==> src/rtl/ds_bypass_unit_pkg.sv <==
// Shared decode-stage constants: MIPS opcode/funct encodings and the
// layout of one forwarding slot {valid, ready, addr[4:0], data[31:0]}.
package ds_bypass_unit_pkg;

  localparam int FWD_W       = 39;
  localparam int FWD_VALID   = 38;
  localparam int FWD_READY   = 37;
  localparam int FWD_ADDR_HI = 36;
  localparam int FWD_ADDR_LO = 32;
  localparam int FWD_DATA_HI = 31;

  localparam logic [5:0] OP_SPECIAL = 6'h00;
  localparam logic [5:0] OP_REGIMM  = 6'h01;
  localparam logic [5:0] OP_BEQ     = 6'h04;
  localparam logic [5:0] OP_BNE     = 6'h05;
  localparam logic [5:0] OP_BLEZ    = 6'h06;
  localparam logic [5:0] OP_BGTZ    = 6'h07;
  localparam logic [5:0] OP_ADDI    = 6'h08;
  localparam logic [5:0] OP_ADDIU   = 6'h09;
  localparam logic [5:0] OP_SLTI    = 6'h0a;
  localparam logic [5:0] OP_SLTIU   = 6'h0b;
  localparam logic [5:0] OP_ANDI    = 6'h0c;
  localparam logic [5:0] OP_ORI     = 6'h0d;
  localparam logic [5:0] OP_XORI    = 6'h0e;
  localparam logic [5:0] OP_LW      = 6'h23;
  localparam logic [5:0] OP_SW      = 6'h2b;

  localparam logic [5:0] FN_SLL   = 6'h00;
  localparam logic [5:0] FN_SRL   = 6'h02;
  localparam logic [5:0] FN_SRA   = 6'h03;
  localparam logic [5:0] FN_SLLV  = 6'h04;
  localparam logic [5:0] FN_SRLV  = 6'h06;
  localparam logic [5:0] FN_SRAV  = 6'h07;
  localparam logic [5:0] FN_JR    = 6'h08;
  localparam logic [5:0] FN_JALR  = 6'h09;
  localparam logic [5:0] FN_MTHI  = 6'h11;
  localparam logic [5:0] FN_MTLO  = 6'h13;
  localparam logic [5:0] FN_MULT  = 6'h18;
  localparam logic [5:0] FN_MULTU = 6'h19;
  localparam logic [5:0] FN_DIV   = 6'h1a;
  localparam logic [5:0] FN_DIVU  = 6'h1b;
  localparam logic [5:0] FN_ADD   = 6'h20;
  localparam logic [5:0] FN_ADDU  = 6'h21;
  localparam logic [5:0] FN_SUB   = 6'h22;
  localparam logic [5:0] FN_SUBU  = 6'h23;
  localparam logic [5:0] FN_AND   = 6'h24;
  localparam logic [5:0] FN_OR    = 6'h25;
  localparam logic [5:0] FN_XOR   = 6'h26;
  localparam logic [5:0] FN_NOR   = 6'h27;
  localparam logic [5:0] FN_SLT   = 6'h2a;
  localparam logic [5:0] FN_SLTU  = 6'h2b;

endpackage

==> src/rtl/ds_bypass_unit_src_use_decode.sv <==
// Source-register usage decode: tells the bypass logic whether the
// instruction in decode actually reads rs and/or rt, so that unused
// fields never cause a false forward or a false interlock.
module ds_src_use_decode (
  input  logic [31:0] inst,
  output logic        rs_used,
  output logic        rt_used
);
  import ds_bypass_unit_pkg::*;

  logic [5:0] op;
  logic [5:0] fn;
  logic       special;
  logic       r_alu;
  logic       r_shift_var;
  logic       r_shift_imm;
  logic       r_muldiv;
  logic       r_move_to;
  logic       r_jump_reg;
  logic       i_alu;
  logic       branch;
  logic       unused_fields;

  assign op      = inst[31:26];
  assign fn      = inst[5:0];
  assign special = (op == OP_SPECIAL);

  // Register fields and immediates carry no usage information.
  assign unused_fields = ^inst[25:6];

  // Classify the instruction into the groups that read rs/rt.
  always_comb begin
    r_alu       = special && (fn inside {FN_ADD, FN_ADDU, FN_SUB, FN_SUBU, FN_AND,
                                         FN_OR, FN_XOR, FN_NOR, FN_SLT, FN_SLTU});
    r_shift_var = special && (fn inside {FN_SLLV, FN_SRLV, FN_SRAV});
    r_shift_imm = special && (fn inside {FN_SLL, FN_SRL, FN_SRA});
    r_muldiv    = special && (fn inside {FN_MULT, FN_MULTU, FN_DIV, FN_DIVU});
    r_move_to   = special && (fn inside {FN_MTHI, FN_MTLO});
    r_jump_reg  = special && (fn inside {FN_JR, FN_JALR});
    i_alu       = op inside {OP_ADDI, OP_ADDIU, OP_SLTI, OP_SLTIU, OP_ANDI, OP_ORI, OP_XORI};
    branch      = op inside {OP_BEQ, OP_BNE, OP_BLEZ, OP_BGTZ, OP_REGIMM};
    rs_used     = r_alu || r_shift_var || r_muldiv || r_move_to || r_jump_reg ||
                  i_alu || (op == OP_LW) || (op == OP_SW) || branch;
    // Variable shifts shift the rt value by rs, so both are read.
    rt_used     = r_alu || r_shift_var || r_shift_imm || r_muldiv ||
                  (op == OP_BEQ) || (op == OP_BNE) || (op == OP_SW);
  end

endmodule

==> src/rtl/ds_bypass_unit.sv <==
// Decode-stage front end: fetch-to-decode register with valid/allowin
// handshake, rs/rt operand bypass from NUM_FWD prioritised producers
// (slot 0 youngest) and the load-use / not-ready interlock.
// Optional build macro DS_PERF_CNT_EN adds the saturating stall_cnt port.
module ds_bypass_unit #(
  parameter int NUM_FWD = 3,
  parameter int FWD_W   = ds_bypass_unit_pkg::FWD_W
) (
  input  logic                     clk,
  input  logic                     reset,
  input  logic                     fs_to_ds_valid,
  input  logic [31:0]              fs_inst,
  input  logic [31:0]              fs_pc,
  output logic                     ds_allowin,
  input  logic                     es_allowin,
  input  logic                     flush,
  input  logic [NUM_FWD*FWD_W-1:0] fwd_bus,
  output logic [4:0]               rf_raddr1,
  output logic [4:0]               rf_raddr2,
  input  logic [31:0]              rf_rdata1,
  input  logic [31:0]              rf_rdata2,
  output logic                     ds_to_es_valid,
  output logic [31:0]              ds_inst,
  output logic [31:0]              ds_pc,
  output logic [31:0]              rs_value,
  output logic [31:0]              rt_value,
  output logic                     ds_stall
`ifdef DS_PERF_CNT_EN
  ,
  output logic [31:0]              stall_cnt
`endif
);
  import ds_bypass_unit_pkg::*;

  logic             ds_valid;
  logic             ds_ready_go;
  logic             rs_used;
  logic             rt_used;
  logic [4:0]       rs;
  logic [4:0]       rt;
  logic             rs_hit;
  logic             rs_rdy;
  logic             rt_hit;
  logic             rt_rdy;
  logic [FWD_W-1:0] slot;

  ds_src_use_decode u_src_use (
    .inst    (ds_inst),
    .rs_used (rs_used),
    .rt_used (rt_used)
  );

  assign rs        = ds_inst[25:21];
  assign rt        = ds_inst[20:16];
  assign rf_raddr1 = rs;
  assign rf_raddr2 = rt;

  assign ds_stall       = ds_valid && ((rs_hit && !rs_rdy) || (rt_hit && !rt_rdy));
  assign ds_ready_go    = !ds_stall;
  assign ds_allowin     = !ds_valid || (ds_ready_go && es_allowin);
  assign ds_to_es_valid = ds_valid && ds_ready_go && !flush;

  // Fetch-to-decode register; flush wins over a same-cycle load.
  always_ff @(posedge clk) begin
    if (reset) begin
      ds_valid <= 1'b0;
      ds_inst  <= 32'd0;
      ds_pc    <= 32'd0;
    end else if (flush) begin
      ds_valid <= 1'b0;
    end else if (ds_allowin) begin
      ds_valid <= fs_to_ds_valid;
      if (fs_to_ds_valid) begin
        ds_inst <= fs_inst;
        ds_pc   <= fs_pc;
      end
    end
  end

  // Operand resolution: scan oldest to youngest so the youngest match is
  // the last one written and therefore wins, ready or not.
  always_comb begin
    rs_hit   = 1'b0;
    rs_rdy   = 1'b0;
    rt_hit   = 1'b0;
    rt_rdy   = 1'b0;
    rs_value = rf_rdata1;
    rt_value = rf_rdata2;
    slot     = '0;
    for (int k = NUM_FWD - 1; k >= 0; k--) begin
      slot = fwd_bus[k*FWD_W +: FWD_W];
      if (slot[FWD_VALID] && rs_used && (rs != 5'd0) &&
          (slot[FWD_ADDR_HI:FWD_ADDR_LO] == rs)) begin
        rs_hit   = 1'b1;
        rs_rdy   = slot[FWD_READY];
        rs_value = slot[FWD_DATA_HI:0];
      end
      if (slot[FWD_VALID] && rt_used && (rt != 5'd0) &&
          (slot[FWD_ADDR_HI:FWD_ADDR_LO] == rt)) begin
        rt_hit   = 1'b1;
        rt_rdy   = slot[FWD_READY];
        rt_value = slot[FWD_DATA_HI:0];
      end
    end
  end

`ifdef DS_PERF_CNT_EN
  // Saturating count of interlock cycles, cleared only by reset.
  always_ff @(posedge clk) begin
    if (reset) begin
      stall_cnt <= 32'd0;
    end else if (ds_stall && (stall_cnt != 32'hFFFF_FFFF)) begin
      stall_cnt <= stall_cnt + 32'd1;
    end
  end
`endif

endmodule

==> config.mk <==
export PLATFORM = sky130hd
export DESIGN_NAME = ds_bypass_unit
export DESIGN_NICKNAME = d
export VERILOG_FILES = /design/src/rtl/ds_bypass_unit_pkg.sv /design/src/rtl/ds_bypass_unit_src_use_decode.sv /design/src/rtl/ds_bypass_unit.sv
export SDC_FILE = /design/constraint.sdc
export NUM_CORES = 1
export LEC_CHECK = 0
export ABC_AREA = 0
export CAP_MARGIN = 15
export CORE_MARGIN = 2
export CORE_UTILIZATION = 34
export DETAILED_ROUTE_END_ITERATION = 7
export GPL_ROUTABILITY_DRIVEN = 0
export PLACE_DENSITY = 0.71
export SETUP_SLACK_MARGIN = 0.15
export SYNTH_ARGS = -nofsm -noshare
export SYNTH_HDL_FRONTEND = slang
export SYNTH_SLANG_ARGS = --single-unit
==> constraint.sdc <==
create_clock -name clk -period 3.8 [get_ports clk]
set_input_delay 0.95 -clock clk [delete_from_list [all_inputs] [get_ports clk]]
set_output_delay 0.95 -clock clk [all_outputs]
set_load 0.02 [all_outputs]
# Word-level counts from Yosys, hierarchy flattened
# Cells that the tools add are included.
[totals] ff_bits=65 elab_cells=129
[classes] eq_ne=43 muxes=18 bitwise_logic=1 reduce_logical=64
[op_table] operator="$mux 32" count=6
[op_table] operator="$eq 6x6->1 const B" count=12
[op_table] operator="$eq 6x4->1 const B" count=9
[op_table] operator="$eq 6x3->1 const B" count=7
[op_table] operator="$eq 6x5->1 const B" count=6
[op_table] operator="$eq 5x5->1" count=6
[op_table] operator="$logic_and 1x1->1" count=30
[op_table] operator="$logic_or 1x1->1" count=15
[op_table] operator="$reduce_bool 5->1" count=3
[op_table] operator="$eq 6x2->1 const B" count=2
[op_table] operator="$logic_not 6->1" count=2
[op_table] operator="$mux 1" count=12
[op_table] operator="$reduce_bool 10->1" count=1
[op_table] operator="$reduce_bool 7->1" count=1
[op_table] operator="$eq 6x1->1 const B" count=1
[op_table] operator="$reduce_bool 3->1" count=2
[op_table] operator="$logic_not 1->1" count=5
[op_table] operator="$reduce_bool 2->1" count=2
[op_table] operator="$reduce_bool 4->1" count=1
[op_table] operator="$reduce_and 3->1" count=1
[op_table] operator="$reduce_or 2->1" count=1
[op_table] operator="$not 1->1" count=1

# Depth between registers and ports, before layout
[depth] ltp_word=25 depth_mapped=10 depth_no_buf=7

# Cells and area by module
# A second synthesis with hierarchy kept.
[hier_totals] hier_cells=1003 area_unflattened_um2=7095.6
[modules_own_cells] mod="ds_bypass_unit" n_inst=1 cells_per_inst=972 area_each_um2=6927.9 seq_area_each_um2=1301.2
[modules_own_cells] mod="ds_src_use_decode" n_inst=1 cells_per_inst=31 area_each_um2=167.7 seq_area_each_um2=0.0

# Worst setup path before layout
# Ideal clock, no wire load.
[synth_timing] kind="input-to-output" start="input port fwd_bus[71]" end="output port ds_to_es_valid" arrival_time_ns=2.835 required_time_ns=2.850 setup_slack_ns=0.015 cell_stages=6 n_path_buf=0 path_cell_list="xor2_1 -> or4_1 -> mux2i_1 -> nor2_1 -> or3_1 -> nor3b_1"
[synth_between] elab_chain_cells=11 word_cells_on_any_way=21 cone_classes="2 x eq/ne; 8 x mux; 11 x reduce/logical"
[synth_lines] element="start: declaration" line="ds_bypass_unit.sv:17" source="input logic [NUM_FWD*FWD_W-1:0] fwd_bus,"
[synth_lines] element="$eq 5x5->1 (on tied branches)" line="ds_bypass_unit.sv:93, ds_bypass_unit.sv:99"
[synth_lines] element="$logic_and 1x1->1 (on tied branches)" line="ds_bypass_unit.sv:92, ds_bypass_unit.sv:98"
[synth_lines] element="$mux 1 (on tied branches) (2 in a row)" line="ds_bypass_unit.sv:92, ds_bypass_unit.sv:98"
[synth_lines] element="$logic_not 1->1" line="ds_bypass_unit.sv:58" source="assign ds_stall = ds_valid && ((rs_hit && !rs_rdy) || (rt_hit && !rt_rdy));"
[synth_lines] element="$logic_and 1x1->1" line="ds_bypass_unit.sv:58"
[synth_lines] element="$logic_or 1x1->1 *" line="ds_bypass_unit.sv:58"
[synth_lines] element="$logic_and 1x1->1 *" line="ds_bypass_unit.sv:58"
[synth_lines] element="$logic_not 1->1 *" line="ds_bypass_unit.sv:59" source="assign ds_ready_go = !ds_stall;"
[synth_lines] element="$logic_and 1x1->1 * (2 in a row)" line="ds_bypass_unit.sv:61" source="assign ds_to_es_valid = ds_valid && ds_ready_go && !flush;"
[synth_lines] element="end: declaration" line="ds_bypass_unit.sv:22" source="output logic ds_to_es_valid,"
# Every way passes the cells marked *; elsewhere a longest branch is shown, timed or not.

# Worst setup path in the final report
[layout_timing] start="input port fwd_bus[110]" end="output port rt_value[27]"
[layout_between] elab_chain_cells=5
[layout_lines] element="$eq 5x5->1" line="ds_bypass_unit.sv:99" source="(slot[FWD_ADDR_HI:FWD_ADDR_LO] == rt)) begin"
[layout_lines] element="$logic_and 1x1->1" line="ds_bypass_unit.sv:98" source="if (slot[FWD_VALID] && rt_used && (rt != 5'd0) &&"
[layout_lines] element="$mux 32 (3 in a row)" line="ds_bypass_unit.sv:98"
[layout_lines] element="end: declaration" line="ds_bypass_unit.sv:26" source="output logic [31:0] rt_value,"
# Every way passes these cells.

==> results.cfg <==
[global_route]
track_usage_pct = 28.1
grtUsageMet1_pct = 37.2
grt_max_degree = 128
antenna_found_initial = 4
grt_util_met2_pct = 43.5
grt.busiest_layer = met2
use_met3_pct = 9.21
grt_pass1_wl_mm = 50.0
gr-total-overflow = 0
grt_pass1_vias = 8789

[worst_setup_path]
worst-setup-path-type = in2out
startpoint_type = input port
reg2reg_to = ds_pc[6]
rr_worst_depth = 10
cp_cell_sequence = clkdlybuf4s15_1 -> xnor2_2 -> nand2_2 -> nor3_2 -> buf_4 -> o21ai_4 -> buf_4 -> buf_6 -> mux2_2 -> mux2i_1 -> o21ai_1 -> buf_4 -> buf_4
crit_top_cell = buf_4
crit_path_end_kind = output pin
crit_required_ns = 2.85
cpLargestDelayFamily = buffers and inverters
worstPathMaxFanout = 7
max_stage_delay_ns = 0.26
cpMaxStageDelayCell = mux2_2
path_buf_inv = 6
critPathArrivalTime_ns = 2.95
r2r_start = ds_inst[31]
rrSetupSlack_ns = 0.88

[placement]
dpl_worst_slack_ns = -0.957
io_buffers = 390
hpwl_mm = 23.2

[power]
leakage_nw = 4.95
power_density_nw_per_um2 = 230
ir_worst_vdd_mv = 0.166

[synthesis]
synth.largest_area_cell = dfxtp_1
synth_area_sq_um = 7290
synth_top_area_share_pct = 17.8
ys_seq_area_share_pct = 17.8
ys_ff_latch = 65
avgSynthCellArea_sq_um = 7.71
ys_types = 50
ys_top_cells_by_area = dfxtp_1 (18%), mux2_2 (9.9%), mux2i_1 (9.1%)
ys_async_sr_fraction_pct = 0
syn_inst = 946
synth_nets = 1196
synthFlopType = dfxtp_1
synth_edf_count = 0
yosysWarnings = 0

[cts]
max-clock-path-buffers = 2
ctsHoldBuffers = 0
cts_tree = built
htreeDepth = 3
clk_pin_slew_ns = 0.06
root_buffer = clkbuf_16
cts.sinks = 65
clk_latency_ns = 0.33
cts_buffers = 9

[finish]
fillCellCount = 1822
mostFrequentLayoutCell = clkdlybuf4s50_1
drive_gt1_share_pct = 25.8
nets = 1572
multi_input_area_sq_um = 5820
final_cell_mix = clkdlybuf4s50_1 (304), nand2_1 (100), buf_4 (86)
regArea_sq_um = 1310
fin_util_pct = 61.3
synthToLayoutAreaGrowth_pct = 76.7

[status]
outcome = finished with violations
violations = negative setup slack

[detailed_routing]
viasPerCell = 5.69
dr.first_iter.drc_count = 679
ant_nets = 0
wirelength_mm = 33.9
drc = 0
vias = 9127
post_drt_wl_per_cell_um = 21.1
dr.pass1.iters = 5

[die]
start_util_pct = 34.7
die-height_um = 150
io_pins = 391
die-width_um = 150
core.rowCount = 53
die_area_sq_um = 22600
core-area_sq_um = 21000

[sta]
final_hold_viol_count = 0
timing.fmax_mhz = 256
fin_skew_ns = 0.00896
relSlewSlack_pct = 52.9
min_period_ns = 3.90
rsz0062_at_grt = true
worst-slew-pin-transition_ns = 0.706
fin_ws_ns = -0.103
setup_viol = 53
maxSlewViolCount = 0
finalCritPeriodShare_pct = 103

[run]
drv_cap = 0

[min_path]
holdPathStages = 2
hold_path.class = reg2reg
hp-start = ds_pc[18]
holdPathEnd = ds_pc[18]
## logic make-up after synthesis
family                 synth area share (%)
AND/OR/NAND/NOR                        29.3
AO/OA/AOI/OAI                          21.9
buffers and inverters                  8.39
multiplexers                           18.9
flip-flops                             17.8
XOR/XNOR                               3.60
## state kept, by name (all words and copies together) (netlist names)
signal,count
ds_inst,32
ds_valid,1
ds_pc,32
## power breakdown
group | internal (W) | switching, W
Clock | 0.000527 | 0.000332
Sequential | 0.000738 | 0.0000452
Combinational | 0.000704 | 0.000612
Total | 0.00197 | 0.000989
## repair_timing
item | 4_1_cts | 5_1_grt
gates resized for setup | 505 | 54
setup endpoints to repair | 67 | 67
pin swaps | 39 | 40
buffers inserted | 13 | 3
gates cloned | 4 | 2
## cells in the mapped netlist, types with 2 or more instances
cell	n
nor3b_1	65
and2_1	2
a21o_1	5
nor4_1	5
nand4_1	6
clkbuf_1	90
o21ai_1	2
nor3_1	3
nor2_1	38
buf_6	6
buf_2	14
nor4b_1	64
nor2b_1	5
buf_4	10
o311ai_1	42
o21ai_0	35
inv_1	6
nand3_1	64
xnor2_1	22
mux2_2	64
a21oi_1	35
o311ai_0	5
or3_1	2
o311ai_2	18
nand2b_1	2
or4_1	4
a31oi_1	64
or2_2	2
nand2_1	102
buf_1	8
mux2i_1	66
xor2_1	8
dfxtp_1	65
## layer usage
layer,wire (um),up-vias
met5,26,-
met4,856,4
met3,3190,64
met2,15600,374
met1,14200,4332
li1,-,4353
## stage by stage
step / power, W / TNS, ns / instance area [sq um] / instances / hold slack [ns]
after floorplan: 0.00136 / 0 / 7300 / 946 / 0.568
after global placement: 0.00203 / -46.56 / 11900 / 1564 / 0.484
after detailed placement: 0.00204 / -46.38 / 11900 / 1564 / 0.494
after CTS: 0.00295 / -2.86 / 12600 / 1597 / 0.501
after global routing: 0.00311 / -8.30 / 12900 / 1603 / 0.528
final: 0.00296 / -2.68 / 12900 / 1604 / 0.499
## area by class of cell
type                       instances  share of cell area (%)
tap                              275                    2.67
inverter                           7                   0.204
clock inverter                     6                   0.505
multi-input combinational        745                    45.2
antenna                            2                  0.0388
sequential                        65                    10.2
timing repair buffer             494                    39.4
clock buffer                      10                    1.85
## tightest hold or removal path, cell delays in order (launching register included)
cell      delay (ns)
dfxtp_1         0.32
nand2_1         0.06
o311ai_1        0.07
## worst max path at each step
stage	startpoint	endpoint	slack [ns]	depth (start not counted)
floorplan	ds_inst[31]	rt_value[10]	0.17	8
global placement	fwd_bus[72]	ds_to_es_valid	-0.96	9
detailed placement	fwd_bus[72]	ds_to_es_valid	-0.96	9
CTS	ds_inst[31]	rs_value[8]	-0.12	10
global route	ds_inst[31]	rt_value[27]	-0.23	12
finish	fwd_bus[110]	rt_value[27]	-0.10	13
No activity file was read; power rests on OpenSTA's default activity.
